File: config.mk
export PLATFORM = sky130hd
export DESIGN_NAME = demux_1to8
export DESIGN_NICKNAME = d
export VERILOG_FILES = /design/src/rtl/demux_1to8.sv
export SDC_FILE = /design/constraint.sdc
export NUM_CORES = 1
export LEC_CHECK = 0
export ABC_AREA = 1
export ABC_CLOCK_PERIOD_IN_PS = 800
export BUFFER_PORTS_ARGS = -buffer_cell sky130_fd_sc_hd__buf_2
export CORE_AREA = 3 3 40 42
export DETAILED_ROUTE_END_ITERATION = 12
export DIE_AREA = 0 0 43 45
export GPL_TIMING_DRIVEN = 0
export PLACE_DENSITY = 0.51
export SETUP_SLACK_MARGIN = 0.15
export SYNTH_ARGS = -nofsm -noshare
export SYNTH_HDL_FRONTEND = slang
export SYNTH_SLANG_ARGS = --single-unit
File: constraint.sdc
create_clock -name clk -period 0.8 [get_ports clk]
set_input_delay 0.08 -clock clk [delete_from_list [all_inputs] [get_ports clk]]
set_output_delay 0.08 -clock clk [all_outputs]
set_load 0.01 [all_outputs]
File: src/rtl/demux_1to8.sv
// -----------------------------------------------------------------------------
// demux_1to8 : registered 1-to-8 demultiplexer
//
// Steers a WIDTH-bit input word onto one of eight output lanes chosen by a
// 3-bit select.
// - Every lane that is not selected is driven to zero.
// - When the enable is low, all lanes are zero.
// - All outputs come from a single register stage, so latency is one clock.
//
// Optional build macro:
//   DEMUX_1TO8_HIT_CNT_EN - adds eight saturating per-lane hit counters and
//                           the hit_cnt output port.
//
// Parameters:
//   WIDTH  - bit width of the input word and of each output lane
//   CNT_W  - width of each hit counter (used only with the macro)
//
// Ports:
//   clk      in   1          rising-edge clock
//   rst      in   1          synchronous active-high reset (priority over en)
//   in       in   WIDTH      data word to route
//   en       in   1          routing enable
//   sel      in   3          destination lane index 0..7
//   out      out  8*WIDTH    lane k at out[k*WIDTH +: WIDTH]
//   out_vld  out  1          registered copy of en
//   out_sel  out  3          registered sel, captured only while en=1
//   hit_cnt  out  8*CNT_W    per-lane hit counters (macro only)
// -----------------------------------------------------------------------------
module demux_1to8 #(
    parameter int WIDTH = 1,
    parameter int CNT_W = 8
) (
    input  logic               clk,
    input  logic               rst,
    input  logic [WIDTH-1:0]   in,
    input  logic               en,
    input  logic [2:0]         sel,
    output logic [8*WIDTH-1:0] out,
    output logic               out_vld,
    output logic [2:0]         out_sel
`ifdef DEMUX_1TO8_HIT_CNT_EN
    ,
    output logic [8*CNT_W-1:0] hit_cnt
`endif
);

    // Both widths feed part-selects, so a zero width would collapse the lanes.
    if (WIDTH < 1) begin : g_bad_width
        $error("demux_1to8: WIDTH must be at least 1");
    end
    if (CNT_W < 1) begin : g_bad_cnt_w
        $error("demux_1to8: CNT_W must be at least 1");
    end

    logic [8*WIDTH-1:0] out_nxt_s;
    logic [7:0]         hit_s;
    logic [8*WIDTH-1:0] out_r;
    logic               vld_r;
    logic [2:0]         sel_r;

    // Lane decode: one-hot hit vector, qualified by en.
    always_comb begin
        hit_s = 8'b0000_0000;
        for (int k = 0; k < 8; k++) begin
            if (en && (sel == 3'(k))) begin
                hit_s[k] = 1'b1;
            end else begin
                hit_s[k] = 1'b0;
            end
        end
    end

    // Steering: the selected lane carries the input word, every other lane is zero.
    always_comb begin
        out_nxt_s = '0;
        for (int k = 0; k < 8; k++) begin
            if (hit_s[k]) begin
                out_nxt_s[k*WIDTH +: WIDTH] = in;
            end else begin
                out_nxt_s[k*WIDTH +: WIDTH] = '0;
            end
        end
    end

    // Output register stage. out_sel holds its last routed index while en is low.
    always_ff @(posedge clk) begin
        if (rst) begin
            out_r <= '0;
            vld_r <= 1'b0;
            sel_r <= 3'b000;
        end else begin
            out_r <= out_nxt_s;
            vld_r <= en;
            if (en) begin
                sel_r <= sel;
            end else begin
                sel_r <= sel_r;
            end
        end
    end

    assign out     = out_r;
    assign out_vld = vld_r;
    assign out_sel = sel_r;

`ifdef DEMUX_1TO8_HIT_CNT_EN
    localparam logic [CNT_W-1:0] CNT_MAX = {CNT_W{1'b1}};

    logic [CNT_W-1:0] cnt_r [8];

    for (genvar k = 0; k < 8; k++) begin : g_hit_cnt
        // Per-lane hit counter. It saturates at all-ones, and only rst clears it.
        always_ff @(posedge clk) begin
            if (rst) begin
                cnt_r[k] <= '0;
            end else if (hit_s[k] && (cnt_r[k] != CNT_MAX)) begin
                cnt_r[k] <= cnt_r[k] + CNT_W'(1);
            end else begin
                cnt_r[k] <= cnt_r[k];
            end
        end

        assign hit_cnt[k*CNT_W +: CNT_W] = cnt_r[k];
    end
`endif

endmodule

==> results.toml, run 1 <==
[status]
status = "finished, final reports clean"

[timing]
skew_ns = 0
drv_slew = 0
fin_crit_sh = 0.9792
worst_slew_pin_slew_ns = 0.2547
whs_ns = 0.001646
finalSetupViolCount = 0
rsz0062_at_grt = "true"
fmax_ghz = 1.277
slew_headroom = 0.8296
layout_min_cycle_time_ns = 0.7834
hold_viol_final = 0

[critical_path]
max_stage_delay_ns = 0.33
path_delay_family = "flip-flops"
reg2reg_depth = 2
cp-end-kind = "output pin"
cp.buffers_inverters = 1
crit_chain = "buf_6"
crit_arrival_ns = 0.70
cp_num_cells = 1
crit_required_ns = 0.72
start_kind = "register"
setup.worst_path.class = "reg -> out"
crit_path_top_delay_cell = "dfxtp_2"
cp_max_fo = 2

[placed_design]
dpl_cell_area_um2 = 485.5
dp_cells = 79
portBuffers = 18
hpwlAfterDp_um = 580.3
place_congestion = 0.7307

[clock_tree]
clk_pin_slew_ns = 0.07
h-tree-depth = 1
clkSinkCount = 12
cts_inserted_buffers = 3
insertion_delay_ns = 0.26
clockBufferDepth = 2
cts_tree = "built"
root_buffer = "clkbuf_4"

[power_and_ir_drop]
leakage_nw = 0.2916
powerDensity_nw_per_um2 = 2101
ir_drop_mv = 1.125

[logic_synthesis]
yosys.area.top_type = "dfxtp_1"
ys_ff_latch = 12
synth_area_per_cell_um2 = 8.187
yosys-top-cells-area = "dfxtp_1 (64%), nor2_1 (17%), nand2_1 (7.0%), inv_1 (5.0%), o21ai_0 (2.7%)"
netlist_area_um2 = 376.6
synth_nets = 53
yosysWarnings = 0
yosysSeqAreaShare = 0.6379
yosysTopAreaCellShare = 0.6379
synth_cell_type_count = 8
syn_inst = 46

[floorplanning]
pin_count = 19
die_w_um = 43
die_h_um = 45
rows = 13
coreArea_um2 = 1285
dieArea_um2 = 1935
initial_core_util = 0.2931

[grt]
grt_first_pass_wirelength_um = 1235
grt_overflow = 0
grt_pass1_vias = 319
grt_max_degree = 8
grt.total_usage = 0.08779
grt_antenna_before_repair = 0

[finish]
mostFrequentLayoutCells = "nor2_1 (17), buf_2 (12), nand2_1 (7)"
syn2layout_area_growth_pct = 50.50
final_area_um2 = 566.8
final_nets = 76
antenna_cells = 0
fin_cells = 83
layout-drive-gt1-share = 0.4412
layout_commonest_cell = "nor2_1"
final_util = 0.4411

[route]
drtPass1Iterations = 4
postRouteWirelength_um = 729
wl_per_cell_um = 8.783
viasPerCell = 4.036
drc = 0
drtIter0Drc = 9
final_antenna_net_count = 0
via_count = 335

[run]
maxCapViolations = 0

[hold_path]
whs_path_depth = 2
hold_path.class = "in -> reg"
registers in the layout, indices dropped and copies added, names as in the netlist:
signal	cells
out_sel	3
out_vld	1
out	8
area by class of cell:
cell class,count,area (um^2)
multi-input combinational,28,113.9
fill,131,718.2
timing repair buffer,18,127.6
inverter,6,22.52
tap,15,18.77
sequential,12,247.7
clock buffer,4,36.28
metal layers:
metal / routed length (um) / vias to the layer above / track usage / share of wire
met5: 0 / - / 0 / 0
met2: 310 / 21 / 0.1317 / 0.43
li1: - / 178 / - / -
met3: 94 / 2 / 0.03984 / 0.13
met1: 319 / 134 / 0.1024 / 0.44
met4: 4 / 0 / 0.05422 / 0.0055
cells by family (layout without fill, tap and decap cells):
group,after synthesis,after routing,share of synthesized area
buffers and inverters,6,28,0.05980
and+or+nand+nor,25,25,0.2625
DFF,12,12,0.6379
AOI/OAI and AO/OA,3,3,0.03986
final timing paths:
kind | start | slack (ns) | endpoint
max | out_sel[1] | 0.02 | out_sel[1]
min | rst | 0.002 | out_sel[2]
max reg2reg | out_sel[1] | 0.17 | out_sel[1]
min reg2reg | out_sel[2] | 0.47 | out_sel[2]
power by group:
part | internal [mW] | switching (mW) | total (mW)
Clock | 0.276 | 0.187 | 0.463
Sequential | 0.615 | 0.00790 | 0.623
Combinational | 0.0499 | 0.0548 | 0.105
Total | 0.941 | 0.249 | 1.19
cells in the mapped netlist (all sizes together):
cell   count
or2        1
o21ai      2
nand2      7
nor2      17
a21oi      1
dfxtp     12
inv        6
metrics by stage:
step	worst slack (ns)	power (mW)	setup TNS, ns
6_report	0.01663	1.191	0
5_1_grt	-0.01851	1.257	-0.06991
4_1_cts	0.004454	1.212	0
3_5_place_dp	0.06537	0.7260	0
3_3_place_gp	0.09583	0.7249	0
2_1_floorplan	0.1891	0.6793	0
what timing repair did:
| action | 4_1_cts | 5_1_grt |
|---|---|---|
| resized for setup | 8 | 4 |
| buffers inserted | 0 | 0 |
| endpoints found under the hold margin | 1 | 0 |
| endpoints found under the setup margin | 12 | 14 |
No activity file was read; power rests on OpenSTA's default activity.
==> run 2, diff against run 1 <==
==> constraint.sdc (replaced) <==
create_clock -name clk -period 0.8 [get_ports clk]
set_input_delay 0.04 -clock clk [delete_from_list [all_inputs] [get_ports clk]]
set_output_delay 0.04 -clock clk [all_outputs]
set_load 0.01 [all_outputs]
==> results.toml, run 2 (synthesis results as in run 1) <==
[timing]
fin_setup_tns_ns = 0
rsz0062_at_grt = "true"
slew_headroom = 0.8325
fmax_ghz = 1.341
worst_slew_pin_slew_ns = 0.2503
drv_slew = 0
finalSetupViolCount = 0
hold_viol_final = 0
fin_crit_sh = 0.9322
skew_ns = 0
layout_min_cycle_time_ns = 0.7458

[grt]
grt_max_degree = 8
top_usage_layer = "met2"
grt_pass1_vias = 328
grt_first_pass_wirelength_um = 1276
grt_overflow = 0
grt.total_usage = 0.09030
met1_usage = 0.1049
grtUsageMet3 = 0.03984
grt.met2_usage = 0.1377
grt_antenna_before_repair = 0

[critical_path]
setup.worst_path.class = "reg -> out"
cp_max_fo = 2
crit_required_ns = 0.76
ff2ff_setup_slack_ns = 0.17
crit_chain = "buf_6"
r2r-end = "out_sel[1]"
cp.buffers_inverters = 1
path_delay_family = "flip-flops"
reg2reg_depth = 2
r2r-start = "out_sel[1]"
cp-end-kind = "output pin"
start_kind = "register"
max_stage_delay_ns = 0.33
crit_arrival_ns = 0.71
crit_path_top_delay_cell = "dfxtp_2"

[placed_design]
dpl_cell_area_um2 = 485.5
hpwlAfterDp_um = 580.3
dp_cells = 79
portBuffers = 18
place_congestion = 0.7307

[finish]
layout_commonest_cell = "nor2_1"
final_util = 0.4489
mostFrequentLayoutCells = "nor2_1 (17), buf_2 (13), nand2_1 (7)"
syn2layout_area_growth_pct = 53.16
final_area_um2 = 576.8
fin_cells = 84
final.fill_count = 129
final_nets = 77
largest_reg_flops = 8
layout-drive-gt1-share = 0.4493
antenna_cells = 0

[power_and_ir_drop]
leakage_nw = 0.3041
ir_drop_mv = 1.128
powerDensity_nw_per_um2 = 2079
finalPower_mw = 1.199

[route]
final_antenna_net_count = 0
wl_per_cell_um = 8.929
postRouteWirelength_um = 750
drc = 0
drtPass1Iterations = 4
viasPerCell = 4.107
via_count = 345
drtIter0Drc = 6

[floorplanning]
rows = 13
initial_core_util = 0.2931
die_w_um = 43
die_h_um = 45
coreArea_um2 = 1285
dieArea_um2 = 1935
pin_count = 19

[clock_tree]
clkSinkCount = 12
h-tree-depth = 1
cts_inserted_buffers = 3
clk_pin_slew_ns = 0.07
insertion_delay_ns = 0.26
post_cts_buffers = 0
root_buffer = "clkbuf_4"
cts_tree = "built"
clockBufferDepth = 2

[hold_path]
hp-start = "rst"
hold_path.class = "in -> reg"
hold_end = "out_sel[0]"
whs_path_depth = 4

[status]
status = "finished, final reports clean"

[run]
maxCapViolations = 0
-- run 2: power by group --
group | internal (mW) | total [mW] | switching, mW
Clock | 0.276 | 0.465 | 0.189
Combinational | 0.0541 | 0.111 | 0.0565
Sequential | 0.615 | 0.623 | 0.00787
Total | 0.946 | 1.20 | 0.253
-- run 2: how the worst max path moves through the flow --
stage | startpoint | endpoint | slack [ns] | cells past startpoint
CTS | out[2] | out[2] | 0.04 | 1
global placement | rst | out[0] | 0.14 | 4
global route | out_sel[0] | out_sel[0] | 0.02 | 1
finish | out_sel[1] | out_sel[1] | 0.05 | 1
detailed placement | rst | out[2] | 0.11 | 4
floorplan | out_sel[0] | out_sel[0] | 0.19 | 2
-- run 2: cell type report --
type,instances,area [um^2],share of cell area
clock buffers,4,36.28,0.06291
repair buffers,19,133.9,0.2321
well taps,15,18.77,0.03254
inverters,6,22.52,0.03905
flip-flops and latches,12,247.7,0.4295
multi-input cells,28,117.6,0.2039
-- run 2: metrics by stage --
stage | setup WS [ns] | hold slack (ns)
floorplan | 0.1891 | 0.1091
global placement | 0.1358 | 0.2493
detailed placement | 0.1054 | 0.2473
CTS | 0.04445 | 0.04019
global route | 0.02149 | 0.06235
finish | 0.05421 | 0.05116
-- run 2: timing repair --
action | in CTS | in global routing
hold endpoints to repair | 2 | 0
hold buffers | 1 | 0
pin swaps | 0 | 0
setup endpoints to repair | 12 | 15
resized for setup | 8 | 5
-- run 2: layer usage --
layer  wire (um)  vias to the layer above  share of wire
li1            -                      181              -
met1         324                      142           0.43
met2         327                       20           0.44
met3          94                        2           0.13
met4           4                        0         0.0053
met5           0                        -              0
-- run 2: worst min-delay path: cells and delay by family --
kind	cells	cell delay, ns
buf+inv	2	0.15
simple gates	1	0.04
compound gates	1	0.06
